File: config.mk
export PLATFORM = sky130hd
export DESIGN_NAME = shoelace_chan
export DESIGN_NICKNAME = d
export VERILOG_FILES = /design/src/rtl/shoelace_pkg.sv /design/src/rtl/shoelace_chan.sv
export SDC_FILE = /design/constraint.sdc
export NUM_CORES = 1
export LEC_CHECK = 0
export ABC_AREA = 1
export CAP_MARGIN = 10
export CORE_MARGIN = 4
export CORE_UTILIZATION = 50
export CTS_CLUSTER_DIAMETER = 30
export DETAILED_ROUTE_END_ITERATION = 6
export PLACE_DENSITY = 0.88
export SETUP_SLACK_MARGIN = 0.4
export SYNTH_ARGS = -nofsm -noshare
export SYNTH_HDL_FRONTEND = slang
export SYNTH_SLANG_ARGS = --single-unit
File: constraint.sdc
create_clock -name clk -period 2.94 [get_ports clk]
set_clock_uncertainty 0.05 [all_clocks]
set_input_delay 0.588 -clock clk [delete_from_list [all_inputs] [get_ports clk]]
set_output_delay 0.588 -clock clk [all_outputs]
set_load 0.005 [all_outputs]
File: src/rtl/shoelace_pkg.sv
// Shared types and constants for the shoelace loop checker.
package shoelace_pkg;

   // Run sequencing: launch a toggle, wait for returns, idle gap, repeat.
   typedef enum logic [1:0] {
      IDLE   = 2'd0,
      LAUNCH = 2'd1,
      WAIT   = 2'd2,
      GAP    = 2'd3
   } state_t;

   // Depth of the synchroniser on each returned signal.
   localparam int SYNC_STAGES = 2;

endpackage

File: src/rtl/shoelace_chan.sv
// One loop channel: owns the outgoing toggle and the synchroniser on its return.
// Compares the return against the expected level and keeps the channel's
// pending flag, sticky error flags, return count and last latency.
module shoelace_chan
   import shoelace_pkg::*;
#(
   parameter int   CNT_W  = 16,
   parameter int   LAT_W  = 8,
   parameter logic INVERT = 1'b1
) (
   input  logic             clk,
   input  logic             reset,
   input  logic             clear,
   input  logic             launch,
   input  logic             chan_en,
   input  logic             in_wait,
   input  logic             in_check,
   input  logic             timeout,
   input  logic [LAT_W-1:0] lat,
   input  logic             from_ext,
   output logic             to_ext,
   output logic             still_pending,
   output logic             complete,
   output logic             err_timeout,
   output logic             err_glitch,
   output logic [CNT_W-1:0] toggle_cnt,
   output logic [LAT_W-1:0] last_lat
);

   logic [SYNC_STAGES-1:0] sync_r;
   logic                   to_ext_r;
   logic                   en_r;
   logic                   pending_r;
   logic                   err_timeout_r;
   logic                   err_glitch_r;
   logic [CNT_W-1:0]       toggle_cnt_r;
   logic [LAT_W-1:0]       last_lat_r;

   logic                   expected_s;
   logic                   match_s;
   logic                   glitch_s;

   // Compare the synchronised return against the level the chain should settle to.
   always_comb begin
      expected_s    = to_ext_r ^ INVERT;
      match_s       = (sync_r[SYNC_STAGES-1] == expected_s);
      complete      = in_wait & pending_r & match_s;
      still_pending = pending_r & ~match_s;
      glitch_s      = in_check & en_r & ~pending_r & ~match_s;
   end

   // Two-flop synchroniser on the asynchronous return.
   always_ff @(posedge clk or posedge reset) begin
      if (reset) begin
         sync_r <= '0;
      end else begin
         sync_r <= {sync_r[SYNC_STAGES-2:0], from_ext};
      end
   end

   // Outgoing toggle, enable snapshot and outstanding-return flag.
   always_ff @(posedge clk or posedge reset) begin
      if (reset) begin
         to_ext_r  <= 1'b0;
         en_r      <= 1'b0;
         pending_r <= 1'b0;
      end else if (launch) begin
         to_ext_r  <= to_ext_r ^ chan_en;
         en_r      <= chan_en;
         pending_r <= chan_en;
      end else if (complete || timeout) begin
         pending_r <= 1'b0;
      end
   end

   // Sticky errors, return count and latency; cleared when a run is accepted.
   always_ff @(posedge clk or posedge reset) begin
      if (reset) begin
         err_timeout_r <= 1'b0;
         err_glitch_r  <= 1'b0;
         toggle_cnt_r  <= '0;
         last_lat_r    <= '0;
      end else if (clear) begin
         err_timeout_r <= 1'b0;
         err_glitch_r  <= 1'b0;
         toggle_cnt_r  <= '0;
         last_lat_r    <= '0;
      end else begin
         if (complete) begin
            toggle_cnt_r <= toggle_cnt_r + {{(CNT_W-1){1'b0}}, 1'b1};
            last_lat_r   <= lat;
         end
         if (timeout && still_pending) begin
            err_timeout_r <= 1'b1;
         end
         if (glitch_s) begin
            err_glitch_r <= 1'b1;
         end
      end
   end

   assign to_ext      = to_ext_r;
   assign err_timeout = err_timeout_r;
   assign err_glitch  = err_glitch_r;
   assign toggle_cnt  = toggle_cnt_r;
   assign last_lat    = last_lat_r;

endmodule

==> flow_summary.ini <==
[drt]
dr.pass1.iters = 6
routed_wirelength_um = 3580
wl_per_cell_um = 12.5
drc = 0
antenna_left = 0
via_per_inst = 4.92
drtIter0Drc = 85
dr_total_vias = 1406

[yosys]
yosys_register_bits = 31
syn_inst = 191
yosys_warnings = 0
synth_area_sq_um = 1570
ys_types = 24
avgSynthCellArea_sq_um = 8.21
synth_ff_type = dfrtp_1
synth_fp_nets = 209
ys_seq_area_share_pct = 49.4
synthArstFlopShare_pct = 100
synth-edff-count = 0

[clock_network]
cts_tree = done
cts_root_buf = clkbuf_4
cts_made_buffers = 5
clk_pin_slew_ns = 0.09
clockBufferDepth = 2
post_cts_resize_count = 0
post_cts_buffers = 0
cts.sinks = 31
insertion_delay_ns = 0.33
htreeDepth = 2
hold_buffers = 0

[critical_path]
startpoint_type = input port
r2r_setup_slack_ns = 1.49
worstPathRequired_ns = 2.30
end_kind = output port
worstReg2RegStart = sync_r[1]
path_class = in -> out
critPathArrivalTime_ns = 1.81
critPathMaxFanout = 2
r2r_end = toggle_cnt[10]
reg2reg_depth = 8

[place]
gp_congestion = 0.825
dpl.hpwl_um = 2570
portBuffers = 45
dpl_cell_area_sq_um = 2040

[grt]
grt_usage_pct = 19.5
grt_overflow = 0
grt_pass1_vias = 1280
antenna_found_initial = 0
grt_pass1_wl_um = 6080
grt_max_degree = 32

[hold_path]
holdPathStages = 0
hp-start = sync_r[0]
hold_path.class = reg -> reg
worstHoldEndpoint = sync_r[1]

[floorplanning]
core_sq_um = 3030
fp.dieArea_sq_um = 4100
io_pins = 46
fp.dieW_um = 64.0
initial_core_util_pct = 51.8
die_h_um = 64.0
rows = 20

[sta]
max_freq_mhz = 409
fin_crit_ns = 2.45
rsz0062_at_grt = no
final_hold_viol_count = 0
setup_violations = 0
setup_tns_ns = 0
final_max_slew_viol_count = 0
period_share_pct = 83.2
slew-limit-headroom_pct = 69.1
worstMarginPinSlew_ns = 0.463

[run]
maxCapViolCount = 0

[power_and_ir_drop]
peakVddDrop_uv = 387
p_per_area_nw_per_um2 = 428
cellLeakagePower_nw = 0.922

[finish]
drive_gt1_share_pct = 10.3
fin_area_sq_um = 2100
nFillCells = 252
layout_commonest_cell = nand2_1
area_delta_synth_final_pct = 34.1
fin_nets = 259
layout_common_cells = nand2_1 (49), clkdlybuf4s50_1 (45), dfrtp_1 (31)
antennaDiodeCount = 0

[outcome]
outcome = finished clean
## worst max-delay path, cell delays in order
cell             delay [ns]
clkdlybuf4s50_1        0.45
nand2_1                0.05
inv_1                  0.09
nand2_4                0.06
inv_1                  0.07
clkdlybuf4s50_1        0.50
## through the flow
| stage | utilization, % | power (mW) | setup WS (ns) | cells | hold slack, ns |
|---|---|---|---|---|---|
| after floorplan | - | 0.556 | 1.31 | 191 | 0.281 |
| after global placement | 67.2 | 0.625 | 0.491 | 278 | 0.283 |
| after detailed placement | 67.2 | 0.627 | 0.493 | 278 | 0.323 |
| after CTS | 69.5 | 0.913 | 0.486 | 286 | 0.341 |
| after global routing | 69.5 | 0.955 | 0.446 | 286 | 0.342 |
| final | 69.5 | 0.900 | 0.493 | 286 | 0.330 |
## cell usage after synthesis (3+ instances only)
cell type	count	area share, %
nand2_1	49	12
dfrtp_1	31	49
nor2_1	30	7.2
nand3_1	22	7.0
inv_1	15	3.6
a21oi_1	10	3.2
nand4_1	4	1.6
nor2_4	4	2.9
o21ai_0	4	1.3
nand2_2	3	1.2
## layer usage
metal	vias up	GRT usage (%)	part of all wire (%)
li1	710	-	-
met1	656	24.8	43
met2	34	30.1	50
met3	6	5.62	4.9
met4	0	9.70	2.2
met5	-	0	0
## power by group
part,switching (mW),internal (mW),total (mW)
logic,0.0776,0.0781,0.156
clock network,0.144,0.141,0.284
registers,0.0141,0.446,0.460
## sequential cells by signal, summed over array words and instances, names as in the netlist
register,count
toggle_cnt,16
en_r,1
pending_r,1
to_ext,1
sync_r,2
err_timeout,1
last_lat,8
err_glitch,1
## cell families (layout without fill, tap and decap cells)
logic type | count (synthesis) | count (layout) | synth area share, %
AND/OR/NAND/NOR | 119 | 119 | 35.4
XOR/XNOR | 1 | 1 | 0.558
AO/OA/AOI/OAI | 17 | 17 | 5.82
adder cells (fa/ha/maj) | 1 | 1 | 0.797
flip-flops | 31 | 31 | 49.4
buffers and inverters | 22 | 73 | 7.97
## how the worst max path moves through the flow
stage | startpoint | endpoint | slack [ns] | cells past startpoint
after floorplan | in_wait | complete | 1.31 | 5
after CTS | in_wait | complete | 0.49 | 6
after global routing | in_wait | complete | 0.45 | 6
after detailed placement | in_wait | complete | 0.49 | 6
final | in_wait | complete | 0.49 | 6
after global placement | in_wait | complete | 0.49 | 6
## cell type report
| type | instances | area [sq um] | share of cell area [%] |
|---|---|---|---|
| Sequential cell | 31 | 776 | 36.9 |
| Tap cell | 44 | 55.1 | 2.62 |
| Multi-Input combinational cell | 138 | 668 | 31.7 |
| Inverter | 17 | 63.8 | 3.03 |
| Clock buffer | 8 | 68.8 | 3.27 |
| Timing Repair Buffer | 48 | 473 | 22.5 |
(Power assumes the default switching activity.)
